[src/rtl/mipi_pkg.sv]
// Shared types and constants for the frame-crop block: FSM states, counter width, saturating increment.
// Latency: none (definitions only).
// Backpressure: none; the pixel stream is push-only.
package mipi_pkg;

    localparam int CNT_W = 16;

    typedef enum logic {
        ST_WAIT   = 1'b0,
        ST_ACTIVE = 1'b1
    } state_t;

    // Counters stick at all-ones rather than wrapping to a small, plausible-looking value.
    function automatic logic [CNT_W-1:0] sat_inc(input logic [CNT_W-1:0] v);
        return (&v) ? v : v + 1'b1;
    endfunction

endpackage

[src/rtl/mipi_frame_crop_if.sv]
// Pixel stream bundle: deserializer-side inputs (dati/dvi/lvi/fvi) and cropped outputs (dato/dvo/lvo/fvo).
// Latency: none (wires only).
// Backpressure: none; valids are qualifiers, there is no ready.
// Modports: master = stream source / consumer of the cropped stream; slave = the crop block.
interface mipi_frame_crop_if #(
    parameter int DATA_WIDTH = 10
);
    logic [DATA_WIDTH-1:0] dati;
    logic                  dvi;
    logic                  lvi;
    logic                  fvi;
    logic [DATA_WIDTH-1:0] dato;
    logic                  dvo;
    logic                  lvo;
    logic                  fvo;

    modport master (
        output dati, dvi, lvi, fvi,
        input  dato, dvo, lvo, fvo
    );

    modport slave (
        input  dati, dvi, lvi, fvi,
        output dato, dvo, lvo, fvo
    );
endinterface

[src/rtl/mipi_win_cmp.sv]
// Window membership test: start <= cnt < start+len, with len==0 meaning "unbounded".
// Latency: combinational.
// Backpressure: none.
// Ports: cnt (current index), start, len (window), in_win (index is inside the window).
module mipi_win_cmp
    import mipi_pkg::*;
(
    input  logic [CNT_W-1:0] cnt,
    input  logic [CNT_W-1:0] start,
    input  logic [CNT_W-1:0] len,
    output logic             in_win
);

    // One extra bit so start+len can never wrap back below cnt.
    logic [CNT_W:0] stop;

    always_comb begin
        stop   = {1'b0, start} + {1'b0, len};
        in_win = (cnt >= start) && ((len == '0) || ({1'b0, cnt} < stop));
    end

endmodule

[src/rtl/mipi_frame_crop.sv]
// ROI crop of the CSI-2 pixel stream with regenerated valids, plus line/frame geometry measurement.
// Latency: 1 img_clk for data and all three valids; measurements update 1 cycle after the closing fall.
// Backpressure: none; the stream cannot be stalled, pixels outside the window are dropped.
// Ports: img_clk/resetb, enable, pix (stream bundle), x/y start/len window, meas_width/meas_height/frame_count/geom_valid.
module mipi_frame_crop
    import mipi_pkg::*;
#(
    parameter int DATA_WIDTH = 10
)(
    input  logic             img_clk,
    input  logic             resetb,
    input  logic             enable,
    mipi_frame_crop_if.slave pix,
    input  logic [CNT_W-1:0] x_start,
    input  logic [CNT_W-1:0] x_len,
    input  logic [CNT_W-1:0] y_start,
    input  logic [CNT_W-1:0] y_len,
    output logic [CNT_W-1:0] meas_width,
    output logic [CNT_W-1:0] meas_height,
    output logic [CNT_W-1:0] frame_count,
    output logic             geom_valid
);

    state_t state, state_nxt;

    logic lvi_d, fvi_d;
    // Clear for the first edge after reset so that an fvi already high at release
    // does not look like a rise: the block must never enter mid-frame.
    logic primed;

    logic [CNT_W-1:0] x_cnt, y_cnt;
    logic [CNT_W-1:0] xs_q, xl_q, ys_q, yl_q;

    logic [DATA_WIDTH-1:0] dato_q;
    logic                  dvo_q, lvo_q, fvo_q;

    logic lv_rise, lv_fall, fv_rise, fv_fall;
    logic entering, active, in_frame, line_end, pix_acc;
    logic [CNT_W-1:0] xs_eff, xl_eff, ys_eff, yl_eff;
    logic [CNT_W-1:0] x_idx, y_idx, x_nxt, y_nxt;
    logic x_in, y_in, keep, lvo_nxt;

    always_comb begin
        lv_rise = primed &  pix.lvi & ~lvi_d;
        lv_fall = primed & ~pix.lvi &  lvi_d;
        fv_rise = primed &  pix.fvi & ~fvi_d;
        fv_fall = primed & ~pix.fvi &  fvi_d;
    end

    always_comb begin
        state_nxt = state;
        case (state)
            ST_WAIT:   if (enable && fv_rise) state_nxt = ST_ACTIVE;
            ST_ACTIVE: if (!enable || fv_fall) state_nxt = ST_WAIT;
            default:   state_nxt = ST_WAIT;
        endcase
    end

    always_comb begin
        entering = (state == ST_WAIT) && (state_nxt == ST_ACTIVE);
        // Outputs follow the state being entered, giving fvo exactly 1 cycle after fvi.
        active   = (state_nxt == ST_ACTIVE);
        in_frame = (state == ST_ACTIVE) && enable;

        // The shadows load on the entry edge, so the entry cycle itself sees live config.
        xs_eff = entering ? x_start : xs_q;
        xl_eff = entering ? x_len   : xl_q;
        ys_eff = entering ? y_start : ys_q;
        yl_eff = entering ? y_len   : yl_q;

        // Index of the pixel/line presented this cycle; a pixel on the lvi rise is index 0.
        x_idx = (entering || lv_rise) ? '0 : x_cnt;
        y_idx = entering ? '0 : y_cnt;

        pix_acc  = pix.dvi & pix.lvi;
        line_end = in_frame & (lv_fall | (fv_fall & lvi_d));

        x_nxt = pix_acc  ? sat_inc(x_idx) : x_idx;
        y_nxt = line_end ? sat_inc(y_idx) : y_idx;
    end

    mipi_win_cmp u_x_win (
        .cnt    (x_idx),
        .start  (xs_eff),
        .len    (xl_eff),
        .in_win (x_in)
    );

    mipi_win_cmp u_y_win (
        .cnt    (y_idx),
        .start  (ys_eff),
        .len    (yl_eff),
        .in_win (y_in)
    );

    always_comb begin
        keep    = active & pix_acc & x_in & y_in;
        lvo_nxt = active & pix.lvi & y_in;
    end

    always_ff @(posedge img_clk or negedge resetb) begin
        if (!resetb) begin
            state       <= ST_WAIT;
            primed      <= 1'b0;
            lvi_d       <= 1'b0;
            fvi_d       <= 1'b0;
            x_cnt       <= '0;
            y_cnt       <= '0;
            xs_q        <= '0;
            xl_q        <= '0;
            ys_q        <= '0;
            yl_q        <= '0;
            dato_q      <= '0;
            dvo_q       <= 1'b0;
            lvo_q       <= 1'b0;
            fvo_q       <= 1'b0;
            meas_width  <= '0;
            meas_height <= '0;
            frame_count <= '0;
            geom_valid  <= 1'b0;
        end else begin
            state  <= state_nxt;
            primed <= 1'b1;
            lvi_d  <= pix.lvi;
            fvi_d  <= pix.fvi;

            if (entering) begin
                xs_q <= x_start;
                xl_q <= x_len;
                ys_q <= y_start;
                yl_q <= y_len;
            end

            if (active) begin
                x_cnt <= x_nxt;
                y_cnt <= y_nxt;
            end

            if (line_end) meas_width <= x_cnt;

            // y_nxt already includes a line closed on this same cycle.
            if (in_frame && fv_fall) begin
                meas_height <= y_nxt;
                frame_count <= frame_count + 1'b1;
                geom_valid  <= 1'b1;
            end

            dvo_q <= keep;
            lvo_q <= lvo_nxt;
            fvo_q <= active;
            if (keep) dato_q <= pix.dati;
        end
    end

    assign pix.dato = dato_q;
    assign pix.dvo  = dvo_q;
    assign pix.lvo  = lvo_q;
    assign pix.fvo  = fvo_q;

endmodule

[src/flat_wrapper.sv]
// flat-port wrapper written by rule: the top's interface ports become plain ports
module mipi_frame_crop_flat import mipi_pkg::*;
#(
    parameter int DATA_WIDTH = 10
)
  (img_clk, resetb, enable, x_start, x_len, y_start, y_len, meas_width, meas_height, frame_count, geom_valid, pix_dati, pix_dvi, pix_lvi, pix_fvi, pix_dato, pix_dvo, pix_lvo, pix_fvo);
  mipi_frame_crop_if #(.DATA_WIDTH(DATA_WIDTH)) pix_i ();
  input  logic img_clk;
  input  logic resetb;
  input  logic enable;
  input  logic [CNT_W-1:0] x_start;
  input  logic [CNT_W-1:0] x_len;
  input  logic [CNT_W-1:0] y_start;
  input  logic [CNT_W-1:0] y_len;
  output logic [CNT_W-1:0] meas_width;
  output logic [CNT_W-1:0] meas_height;
  output logic [CNT_W-1:0] frame_count;
  output logic geom_valid;
  input wire logic [$bits(pix_i.dati)-1:0] pix_dati;
  input wire logic [$bits(pix_i.dvi)-1:0] pix_dvi;
  input wire logic [$bits(pix_i.lvi)-1:0] pix_lvi;
  input wire logic [$bits(pix_i.fvi)-1:0] pix_fvi;
  output wire logic [$bits(pix_i.dato)-1:0] pix_dato;
  output wire logic [$bits(pix_i.dvo)-1:0] pix_dvo;
  output wire logic [$bits(pix_i.lvo)-1:0] pix_lvo;
  output wire logic [$bits(pix_i.fvo)-1:0] pix_fvo;
  assign pix_i.dati = pix_dati;
  assign pix_i.dvi = pix_dvi;
  assign pix_i.lvi = pix_lvi;
  assign pix_i.fvi = pix_fvi;
  assign pix_dato = pix_i.dato;
  assign pix_dvo = pix_i.dvo;
  assign pix_lvo = pix_i.lvo;
  assign pix_fvo = pix_i.fvo;
  mipi_frame_crop #(.DATA_WIDTH(DATA_WIDTH)) u_core (.img_clk(img_clk), .resetb(resetb), .enable(enable), .pix(pix_i), .x_start(x_start), .x_len(x_len), .y_start(y_start), .y_len(y_len), .meas_width(meas_width), .meas_height(meas_height), .frame_count(frame_count), .geom_valid(geom_valid));
endmodule
[config.mk]
export PLATFORM = sky130hd
export DESIGN_NAME = mipi_frame_crop_flat
export DESIGN_NICKNAME = d
export VERILOG_FILES = /design/src/rtl/mipi_pkg.sv /design/src/rtl/mipi_frame_crop_if.sv /design/src/rtl/mipi_win_cmp.sv /design/src/rtl/mipi_frame_crop.sv /design/src/flat_wrapper.sv
export SDC_FILE = /design/constraint.sdc
export NUM_CORES = 1
export LEC_CHECK = 0
export ABC_CLOCK_PERIOD_IN_PS = 18700
export CAP_MARGIN = 20
export CORE_ASPECT_RATIO = 0.9
export CORE_UTILIZATION = 45
export CTS_BUF_LIST = sky130_fd_sc_hd__clkbuf_4 sky130_fd_sc_hd__clkbuf_8
export DETAILED_ROUTE_END_ITERATION = 8
export GPL_ROUTABILITY_DRIVEN = 0
export GPL_TIMING_DRIVEN = 0
export HOLD_SLACK_MARGIN = 0.05
export PLACE_DENSITY = 0.68
export SLEW_MARGIN = 20
export SYNTH_ARGS = -nofsm -noshare
export SYNTH_HDL_FRONTEND = slang
export SYNTH_SLANG_ARGS = --single-unit
[constraint.sdc]
create_clock -name img_clk -period 18.7 [get_ports img_clk]
set_input_delay 5.61 -clock img_clk [delete_from_list [all_inputs] [get_ports img_clk]]
set_output_delay 5.61 -clock img_clk [all_outputs]
set_load 0.005 [all_outputs]
==> out/metrics.yaml <==
wl_met3_um: 1020
postCtsSetupBuffers: 0
cts-resized-gates: 0
hp-class: "flop to flop"
drc: 0
antenna_left: 0
syn_area_per_cell_sq_um: 9.57
whs_path_depth: 1
rsz0062_at_grt: "false"
worst_path_largest_cell_delay_ns: 0.57
critPathSlowestCell: "buf_1"
layout-drive-gt1-share: 0.0788
port_buffers: 141
dr_total_vias: 8084
crit_start: "pix_fvi"
cts.sinks: 161
drtPass1Iterations: 5
final_cell_area_sq_um: 12200
r2r-start: "u_core.state$_DFF_PN0_"
worstSetupEndpoint: "u_core.pix.dato[8]$_DFFE_PN0P_"
cts_buffers: 17
synth_warnings: 0
cts_tree: "yes"
crit_required_ns: 19.08
wl_met1_um: 11500
place_area_sq_um: 11800
rows: 51
max_slew_margin: 0.277
end_kind: "flop"
synthCells: 1045
path_clk_slew_ns: 0.12
synth_edf_count: 0
r2r_slack_ns: 10.91
synthArstFlopShare: 1.00
nets: 1382
synth_top_area_share: 0.403
cp_max_fo: 10
grt_max_degree: 97
clockBufferDepth: 2
setup_violations: 0
insertion_delay_ns: 0.48
yosys.area.top_type: "dfrtp_1"
ys_types: 71
synth_ff_type: "dfrtp_1"
status: "complete, no violations"
critPathLaunchType: "input pin"
fin_skew_ns: 0.0249
drv_slew: 0
synth-seq-cells: 161
n_antenna_cell: 0
hold_viol_final: 0
drtIter0Drc: 432
ios: 142
design.core.area_sq_um: 21700
highest_layer: "met4"
antenna_found_initial: 0
cts-root-buf: "clkbuf_8"
die_w_um: 159
post-synth-top-count-cell: "nand2_1"
routedWlPerCell_um: 16.8
syn_to_final_growth_pct: 22.2
dieHeight_um: 143
fp.dieArea_sq_um: 22800
power-per-cell-area_nw_per_um2: 87.5
worst_pin_slew_ns: 1.08
setup_tns_ns: 0
cts_max_level: 4
viasPerCell: 5.35
grt-ovfl-total: 0
leakage_nw: 5.82
worstSetupPathType: "input pin to flop"
timing.final.crit_share: 0.697
hpwl_um: 19500
critPathArrivalTime_ns: 13.42
synth_area_sq_um: 10000
fmax_ghz: 0.0767
worst_path_most_repeated_cell: "nand2_1"
ctsHoldBuffers: 0
reg2regPathDepth: 28
yosysSeqAreaShare: 0.403
maxCapViolCount: 0
yosys-top-cells-count: "199 x nand2_1, 161 x dfrtp_1, 94 x ha_1, 51 x inv_1, 49 x nor2_1"
netlist_top_cells_area: "dfrtp_1 40%, ha_1 12%, nand2_1 7.5%"
grt_first_pass_wirelength_um: 41600
syn-num-nets: 1221
ir_drop_uv: 52.3
grt_pass1_vias: 8123
routed-wl-met2_um: 12500
gr-usage-all-layers: 0.232
initial_utilization: 0.461
reg2reg_to: "u_core.pix.dato[8]$_DFFE_PN0P_"
fin_crit_ns: 13.04
drt_wl_total_um: 25400
[how the worst min path moves through the flow]
| stage | start | endpoint | slack (ns) |
|---|---|---|---|
| 6_report | u_core.geom_valid$_DFFE_PN0P_ | u_core.geom_valid$_DFFE_PN0P_ | 0.48 |
| 5_1_grt | u_core.frame_count[15]$_DFFE_PN0P_ | u_core.frame_count[15]$_DFFE_PN0P_ | 0.50 |
| 4_1_cts | u_core.geom_valid$_DFFE_PN0P_ | u_core.geom_valid$_DFFE_PN0P_ | 0.48 |
| 3_5_place_dp | u_core.geom_valid$_DFFE_PN0P_ | u_core.geom_valid$_DFFE_PN0P_ | 0.46 |
| 3_3_place_gp | u_core.geom_valid$_DFFE_PN0P_ | u_core.geom_valid$_DFFE_PN0P_ | 0.45 |
| 2_1_floorplan | u_core.geom_valid$_DFFE_PN0P_ | u_core.geom_valid$_DFFE_PN0P_ | 0.46 |
[metrics by stage]
stage           util  power [mW]  cells  worst slack, ns  hold WS [ns]
2_1_floorplan      -       0.688   1045             7.58         0.465
3_3_place_gp   0.543       0.797   1477             5.22         0.452
3_5_place_dp   0.544       0.807   1478             5.29         0.462
4_1_cts        0.563        1.08   1510             5.80         0.483
5_1_grt        0.563        1.15   1510             5.35         0.499
6_report       0.563        1.07   1510             5.66         0.483
[worst max-delay path, delay by kind of cell]
kind,cells,cell delay [ns]
AO/OA/AOI/OAI,11,2.42
XOR/XNOR,1,0.16
adder cells (fa/ha/maj),2,0.55
buffers and inverters,8,2.99
multiplexers,1,0.31
AND/OR/NAND/NOR,6,1.33
[layout by cell type, fill, tap and decap left out, types with 31 or more instances in the layout]
| cell | Yosys | final |
|---|---|---|
| inv_1 | 51 | 51 |
| clkdlybuf4s50_1 | 0 | 140 |
| a21oi_1 | 47 | 47 |
| nand2_1 | 199 | 199 |
| xnor2_1 | 41 | 41 |
| ha_1 | 94 | 94 |
| xor2_1 | 38 | 38 |
| nand3_1 | 33 | 33 |
| dfrtp_1 | 161 | 161 |
| mux2_2 | 31 | 31 |
| nor2_1 | 49 | 49 |
[report_power, final]
part           switching [mW]  leakage, nW  internal (mW)  total, mW
Clock                   0.164        0.207          0.103      0.267
Combinational           0.217         3.49          0.174      0.390
Sequential             0.0233         2.13          0.389      0.413
[per-layer routing]
layer / track usage / up-vias
met5: 0 / -
met4: 0.0754 / 0
met3: 0.0398 / 30
met2: 0.407 / 182
met1: 0.292 / 3880
li1: - / 3992
[cells by family (layout without fill, tap and decap cells)]
logic type      count (synthesis)  count (layout)  share of synthesized area
simple gates                  395             395                      0.185
compound gates                161             161                      0.110
flops                         161             161                      0.403
fa+ha+maj                      99              99                      0.125
buf+inv                        81             255                     0.0321
xor+xnor                       79              79                     0.0692
mux                            68              68                     0.0764
other cells                     1               1                   0.000375
[registers in the layout, summed over array words and instances, names as in the netlist]
register / count
u_core.frame_count: 16
u_core.meas_height: 16
u_core.meas_width: 16
u_core.x_cnt: 16
u_core.xl_q: 16
u_core.xs_q: 16
u_core.y_cnt: 16
u_core.yl_q: 16
u_core.ys_q: 16
u_core.pix.dato: 10
u_core.fvi_d: 1
u_core.geom_valid: 1
u_core.lvi_d: 1
u_core.pix.dvo: 1
u_core.pix.lvo: 1
u_core.primed: 1
u_core.state: 1
[area by class of cell]
type | instances | area (sq um)
Inverter | 51 | 191
Timing Repair Buffer | 142 | 1440
Tap cell | 291 | 364
Buffer | 30 | 130
Fill cell | 1978 | 9470
Clock inverter | 15 | 181
Multi-Input combinational cell | 803 | 5650
Sequential cell | 161 | 4030
Clock buffer | 17 | 234
Note: power is estimated with default switching activity, not from simulation.
